==> config.mk <==
export PLATFORM = sky130hd
export DESIGN_NAME = etapa_mem_vectorial
export DESIGN_NICKNAME = d
export VERILOG_FILES = /design/src/rtl/etapa_mem_vectorial.sv
export SDC_FILE = /design/constraint.sdc
export NUM_CORES = 1
export LEC_CHECK = 0
export ABC_AREA = 1
export CAP_MARGIN = 40
export CORE_ASPECT_RATIO = 1.4
export CORE_MARGIN = 3
export CORE_UTILIZATION = 45
export CTS_CLUSTER_DIAMETER = 50
export DETAILED_ROUTE_END_ITERATION = 10
export GPL_ROUTABILITY_DRIVEN = 1
export PLACE_DENSITY = 0.79
export SYNTH_ARGS = -nofsm -noshare
export SYNTH_HDL_FRONTEND = slang
export SYNTH_SLANG_ARGS = --single-unit
==> constraint.sdc <==
create_clock -name clk -period 2.48 [get_ports clk]
set_input_delay 0.744 -clock clk [delete_from_list [all_inputs] [get_ports clk]]
set_output_delay 0.744 -clock clk [all_outputs]
set_load 0.01 [all_outputs]
==> src/rtl/etapa_mem_vectorial.sv <==
// Vector pipeline memory stage: scalar/vector loads and stores over a
// byte-wide req/ack data port, with per-beat timeout and upstream stall.
module etapa_mem_vectorial #(
   parameter int ADDR_W  = 8,
   parameter int TIMEOUT = 16
) (
   input  logic              clk,
   input  logic              reset,
   input  logic              sum_mem_in,
   input  logic              sel_mem_in,
   input  logic              sel_data_in,
   input  logic              mem_wr_in,
   input  logic              sel_wb_in,
   input  logic              reg_wrv_in,
   input  logic              reg_wrs_in,
   input  logic [31:0]       DATA1_in,
   input  logic [31:0]       ALU_in,
   input  logic [2:0]        dir_dest_in,
   input  logic [7:0]        inmediato_in,
   output logic              mem_req,
   output logic              mem_we,
   output logic [ADDR_W-1:0] mem_addr,
   output logic [7:0]        mem_wdata,
   input  logic [7:0]        mem_rdata,
   input  logic              mem_ack,
   output logic              stall,
   output logic              valid_out,
   output logic              sel_wb_out,
   output logic              reg_wrv_out,
   output logic              reg_wrs_out,
   output logic [2:0]        dir_dest_out,
   output logic [31:0]       ALU_out,
   output logic [31:0]       mem_data_out,
   output logic              mem_err_out
);

   typedef enum logic {
      IDLE   = 1'b0,
      ACCESS = 1'b1
   } state_t;

   localparam logic [7:0] WAIT_LAST = 8'(TIMEOUT - 1);

   state_t state;
   state_t state_n;

   logic              l_vec;
   logic              l_we;
   logic              l_sel_wb;
   logic              l_wrv;
   logic              l_wrs;
   logic [2:0]        l_dest;
   logic [31:0]       l_alu;
   logic [31:0]       l_data1;
   logic [ADDR_W-1:0] base;
   logic [1:0]        beat;
   logic [7:0]        wcnt;
   logic [31:0]       lbuf;

   logic              last;
   logic              done;
   logic              tout;
   logic [ADDR_W-1:0] imm_a;
   logic [ADDR_W-1:0] base_n;
   logic [31:0]       lbuf_n;

   // beat address, write strobe and store byte for the current beat
   assign mem_addr  = base + ADDR_W'(beat);
   assign mem_we    = mem_req & l_we;
   assign mem_wdata = l_data1[{beat, 3'b000} +: 8];

   // next state, handshake outputs, and access-completion decode
   always_comb begin
      state_n = state;
      mem_req = 1'b0;
      stall   = 1'b0;
      done    = 1'b0;
      tout    = 1'b0;
      last    = l_vec ? (beat == 2'd3) : 1'b1;
      imm_a   = ADDR_W'(inmediato_in);
      base_n  = ALU_in[ADDR_W-1:0] + (sum_mem_in ? imm_a : '0);
      lbuf_n  = lbuf;
      if (!reset) begin
         unique case (state)
            IDLE: begin
               stall = sel_mem_in;
               if (sel_mem_in)
                  state_n = ACCESS;
            end
            ACCESS: begin
               mem_req = 1'b1;
               done    = mem_ack && last;
               tout    = !mem_ack && (wcnt == WAIT_LAST);
               stall   = !(done || tout);
               if (mem_ack && !l_we)
                  lbuf_n[{beat, 3'b000} +: 8] = mem_rdata;
               if (done || tout)
                  state_n = IDLE;
            end
            default: state_n = IDLE;
         endcase
      end
   end

   // state register
   always_ff @(posedge clk) begin
      if (reset)
         state <= IDLE;
      else
         state <= state_n;
   end

   // instruction latch, beat/wait counters and load buffer
   always_ff @(posedge clk) begin
      if (reset) begin
         l_vec    <= 1'b0;
         l_we     <= 1'b0;
         l_sel_wb <= 1'b0;
         l_wrv    <= 1'b0;
         l_wrs    <= 1'b0;
         l_dest   <= '0;
         l_alu    <= '0;
         l_data1  <= '0;
         base     <= '0;
         beat     <= '0;
         wcnt     <= '0;
         lbuf     <= '0;
      end else if (state == IDLE) begin
         if (sel_mem_in) begin
            l_vec    <= sel_data_in;
            l_we     <= mem_wr_in;
            l_sel_wb <= sel_wb_in;
            l_wrv    <= reg_wrv_in;
            l_wrs    <= reg_wrs_in;
            l_dest   <= dir_dest_in;
            l_alu    <= ALU_in;
            l_data1  <= DATA1_in;
            base     <= base_n;
            beat     <= '0;
            wcnt     <= '0;
            lbuf     <= '0;
         end
      end else begin
         lbuf <= lbuf_n;
         if (mem_ack) begin
            wcnt <= '0;
            beat <= beat + 2'd1;
         end else begin
            wcnt <= wcnt + 8'd1;
         end
      end
   end

   // MEM/WB result registers; valid and write enables pulse once
   always_ff @(posedge clk) begin
      if (reset) begin
         valid_out    <= 1'b0;
         sel_wb_out   <= 1'b0;
         reg_wrv_out  <= 1'b0;
         reg_wrs_out  <= 1'b0;
         dir_dest_out <= '0;
         ALU_out      <= '0;
         mem_data_out <= '0;
         mem_err_out  <= 1'b0;
      end else begin
         valid_out   <= 1'b0;
         reg_wrv_out <= 1'b0;
         reg_wrs_out <= 1'b0;
         mem_err_out <= 1'b0;
         if (state == IDLE && !sel_mem_in) begin
            valid_out    <= 1'b1;
            sel_wb_out   <= sel_wb_in;
            reg_wrv_out  <= reg_wrv_in;
            reg_wrs_out  <= reg_wrs_in;
            dir_dest_out <= dir_dest_in;
            ALU_out      <= ALU_in;
            mem_data_out <= '0;
         end else if (done || tout) begin
            valid_out    <= 1'b1;
            sel_wb_out   <= l_sel_wb;
            reg_wrv_out  <= l_wrv & ~tout;
            reg_wrs_out  <= l_wrs & ~tout;
            dir_dest_out <= l_dest;
            ALU_out      <= l_alu;
            mem_data_out <= l_we ? 32'h0 : lbuf_n;
            mem_err_out  <= tout;
         end
      end
   end

endmodule

# After elaboration in Yosys (flattened, before gate mapping)

Cells that the tools add are included.

Add/subtract/negate cells: 5
Equality and inequality tests: 3
Shift operators: 3
Mux-type cells: 37
Bitwise operators: 6
Reductions and logical operators: 16

Operators with widths:

| operator                                              | count |
|---|---|
| two-way mux 32 bit                                    | 7 |
| bitwise mux 32 bit                                    | 1 |
| two-way mux 8 bit                                     | 4 |
| variable shift 8 x 7 -> 32 bit (first input constant) | 1 |
| variable part select 32 x 6 -> 8 bit                  | 1 |
| variable part select 8 x 7 -> 32 bit                  | 1 |
| two-way mux 1 bit                                     | 18 |
| adder 8 x 1 -> 8 bit (second input constant)          | 1 |
| adder 8 x 2 -> 8 bit                                  | 1 |
| adder 8 bit                                           | 1 |
| == test 8 x 4 -> 1 bit (second input constant)        | 1 |
| negator 5 -> 7 bit                                    | 1 |
| two-way mux 2 bit                                     | 3 |
| two-way mux 3 bit                                     | 2 |
| logical AND 1 bit                                     | 4 |
| zero test 1 bit                                       | 4 |
| one-hot mux 1 bit (2 select lines)                    | 2 |
| AND reduction 2 bit                                   | 2 |
| nonzero test 2 bit                                    | 2 |
| AND 1 bit                                             | 3 |
| NOT 1 bit                                             | 3 |
| OR reduction 3 bit                                    | 1 |
| adder 2 x 1 -> 2 bit (second input constant)          | 1 |
| == test 2 bit (second input constant)                 | 1 |
| 3 further kinds                                       | 4 |

Register bits: 195
Bits of input ports: 93
Output and inout bits: 91
Word-level logic and storage cells: 91

# Longest topological paths before layout

Depth in word-level cells: 8
Mapped depth: 14
Depth with buffers taken out: 12

# Worst setup path after synthesis

No wires, ideal clock.

Path type: input port to output port
Start: input reset
End: output stall
Arrival time: 1.671 ns
Data required time: 1.736 ns
Slack: 0.065 ns
Stages: 5
Path buffers: 2
Cell sequence: buf_2 inv_2 nand2_2 nor3b_4 buf_4

Word-level cells in the longest chain between the ends: 1

Ends and longest elaborated chain:

| item               | RTL line | text |
|---|---|---|
| start: declaration | 8        | `input logic reset,` |
| two-way mux 1 bit  | 83       | `if (!reset) begin` |
| end: declaration   | 26       | `output logic stall,` |

Every way passes these cells.

# Worst setup path in the final report

Start: register beat[1]
End: output mem_addr[6]

Word-level cells in the longest chain between the ends: 1

Ends and longest elaborated chain:

| item                     | RTL line | text |
|---|---|---|
| start: declaration       | 56       | `logic [1:0] beat;` |
| start signal: assignment | 147      | `beat <= beat + 2'd1;` |
| adder 8 x 2 -> 8 bit     | 68       | `assign mem_addr = base + ADDR_W'(beat);` |
| end: declaration         | 22       | `output logic [ADDR_W-1:0] mem_addr,` |

Every way passes these cells.

==> impl_metrics.env <==
export IMPL_synthCells=1309
export IMPL_hold_violations=0
export IMPL_synth_seq_cells=195
export IMPL_required_ns=1.74
export IMPL_core_sq_um=19800
export IMPL_met1_usage=0.267
export IMPL_irDropWorstVdd_uv=489
export IMPL_wl_mm=25.5
export IMPL_timing_final_crit_share=1.03
export IMPL_path_clk_slew_ns=0.07
export IMPL_synth_flop_cell="dfxtp_1"
export IMPL_mostFrequentLayoutCell="nand2_1"
export IMPL_antenna_left=0
export IMPL_drt_iter0_drc=750
export IMPL_fmax_ghz=0.392
export IMPL_synth_compound_gate_area_share=0.151
export IMPL_gr_usage_met2=0.383
export IMPL_crit_fanout=3
export IMPL_rsz0062_at_grt="yes"
export IMPL_relSlewSlack=0.503
export IMPL_status="finished with violations"
export IMPL_dr_pass1_iters=5
export IMPL_cp_start_kind="flop"
export IMPL_muxShareOfSynthArea=0
export IMPL_netlist_cell_type_count=42
export IMPL_drc=0
export IMPL_route_vias_total=9080
export IMPL_numPortBuffers=183
export IMPL_grt_ovfl_total=0
export IMPL_antenna_found_initial=0
export IMPL_max_stage_delay_ns=0.37
export IMPL_busiest_layer="met2"
export IMPL_worstHoldPathType="flop to flop"
export IMPL_violations="negative setup slack"
export IMPL_worstSkewPairLatency_ns=0.44
export IMPL_cts_buffers=17
export IMPL_start_util=0.459
export IMPL_drive_above_1_share=0.117
export IMPL_synth_edf_count=0
export IMPL_root_buffer="clkbuf_16"
export IMPL_cts_sinks=195
export IMPL_cp_end_kind="output pin"
export IMPL_htreeDepth=4
export IMPL_final_cells=1775
export IMPL_dpl_hpwl_mm=17.8
export IMPL_yosysWarnings=0
export IMPL_grt_max_degree=81
export IMPL_ios=184
export IMPL_place_gp_congestion=0.901
export IMPL_syn_to_final_growth_pct=33.4
export IMPL_fill_cells=1778
export IMPL_viasPerCell=5.12
export IMPL_p_per_area_nw_per_um2=607
export IMPL_path_class="flop to output pin"
export IMPL_yosysSeqAreaShare=0.428
export IMPL_synth_xor_area_frac=0.00961
export IMPL_seq_area_sq_um=3910
export IMPL_place_inst=1726
export IMPL_placed_area_sq_um=11400
export IMPL_row_count=61
export IMPL_cts_buffer_depth=2
export IMPL_syn_nets=1420
export IMPL_multi_input_area_sq_um=4370
export IMPL_most_common_layout_cells="nand2_1 (230), nor2_1 (206), dfxtp_1 (191), clkdlybuf4s50_1 (162), inv_1 (141)"
export IMPL_finClkSkew_ns=0.0161
export IMPL_cap_violations=0
export IMPL_arrival_ns=1.81
export IMPL_final_nets=1620
export IMPL_grt_pass1_wl_mm=40.7
export IMPL_grt_pass1_vias=8454
export IMPL_synth_simple_area_share=0.279
export IMPL_die_area_sq_um=22000
export IMPL_tightest_slew_ns=0.745
export IMPL_setup_viol=6
export IMPL_p_leak_nw=5.35
export IMPL_cts_tree="built"
export IMPL_async_reset_ff_frac=0
export IMPL_crit_chain="buf_4 -> fa_2 -> nand3_2 -> nor3_2 -> xor2_1 -> buf_2"
export IMPL_met3_usage=0.0415
export IMPL_fin_area_sq_um=12200
export IMPL_crit_slowest_cell="dfxtp_4"
export IMPL_maxSlewViolCount=0
export IMPL_wl_per_cell_um=14.4
export IMPL_synth_area_per_cell_sq_um=6.96
export IMPL_track_usage=0.226
export IMPL_fin_crit_ns=2.55
export IMPL_synth_top_family_by_area="simple AND/OR/NAND/NOR gates"
export IMPL_synthAdderAreaFrac=0.0264
export IMPL_fin_ws_ns=-0.0696
export IMPL_chipHeight_um=174
export IMPL_netlist_area_sq_um=9110
export IMPL_hold_buffers=0
export IMPL_fp_dieW_um=126
## logic make-up (layout without fill, tap and decap cells)
logic type	after synthesis	count (layout)
other cells	0	1
flops	195	195
buf+inv	232	445
fa+ha+maj	18	18
simple gates	597	597
xor+xnor	10	10
compound gates	257	257
## per-layer routing
| layer | share of wire | up-vias | routed length (um) |
|---|---|---|---|
| met3 | 0.052 | 67 | 1330 |
| met4 | 0.046 | 0 | 1170 |
| met5 | 0 | - | 0 |
| li1 | - | 4600 | - |
| met2 | 0.49 | 296 | 12600 |
| met1 | 0.41 | 4117 | 10400 |
## sequential cells by signal, indices dropped and copies added (netlist names), 2 cells and up
signal / cells
l_data1: 32
ALU_out: 32
wcnt: 8
l_alu: 32
mem_data_out: 32
base: 8
l_dest: 3
beat: 2
lbuf: 32
dir_dest_out: 3
## worst paths after layout
check | slack [ns] | to | start | cells past startpoint
max | -0.07 | mem_addr[6] | beat[1] | 6
min reg2reg | 0.45 | l_sel_wb | l_sel_wb | 2
max reg2reg | 0.18 | mem_data_out[5] | beat[1] | 9
min | 0.45 | l_sel_wb | l_sel_wb | 2
## power breakdown
part           leakage (nW)  internal (mW)  switching, mW
combinational          3.47          0.603          0.740
sequential             1.60           3.32          0.116
clock                 0.274           1.31           1.28
total                  5.35           5.24           2.14
## cells in the mapped netlist (8+ instances only)
library cell	count	area share
nand4_1	11	0.0076
a21oi_1	57	0.031
dfxtp_1	195	0.43
inv_1	144	0.059
o21ai_1	21	0.012
nor2_1	207	0.085
xor2_1	10	0.0096
o22ai_1	14	0.0096
inv_2	8	0.0033
nand3_1	121	0.066
ha_1	16	0.022
nand2_1	232	0.096
buf_2	29	0.016
clkbuf_1	37	0.015
a22oi_1	8	0.0066
o21ai_0	144	0.079
## critical path: cells and delay by family (launching register included)
family | cells | cell delay (ns)
flops | 1 | 0.37
fa+ha+maj | 1 | 0.37
buf+inv | 2 | 0.30
xor+xnor | 1 | 0.18
simple gates | 2 | 0.16
## metrics by stage
stage / power (mW) / util / hold WS, ns / TNS (ns) / worst slack [ns]
final: 7.38 / 0.613 / 0.450 / -0.283 / -0.0696
after global routing: 7.70 / 0.613 / 0.469 / -0.663 / -0.173
after CTS: 7.40 / 0.606 / 0.452 / -0.574 / -0.228
after detailed placement: 4.83 / 0.573 / 0.441 / -43.15 / -0.711
after global placement: 4.80 / 0.573 / 0.434 / -38.84 / -0.695
after floorplan: 4.20 / - / 0.425 / 0 / 0.0652
## what timing repair did
| action | CTS | global route |
|---|---|---|
| buffers inserted | 3 | 12 |
| pin swaps | 5 | 8 |
| gates cloned | 0 | 1 |
| setup endpoints to repair | 59 | 23 |
| resized for setup | 77 | 28 |
## cell type report
class | instances | area share
Clock buffer | 17 | 0.0350
Antenna cell | 1 | 0.000206
Clock inverter | 15 | 0.0101
Inverter | 153 | 0.0480
Multi-Input combinational cell | 882 | 0.359
Tap cell | 252 | 0.0259
Timing Repair Buffer | 260 | 0.200
Sequential cell | 195 | 0.322
No activity file was read; power rests on OpenSTA's default activity.
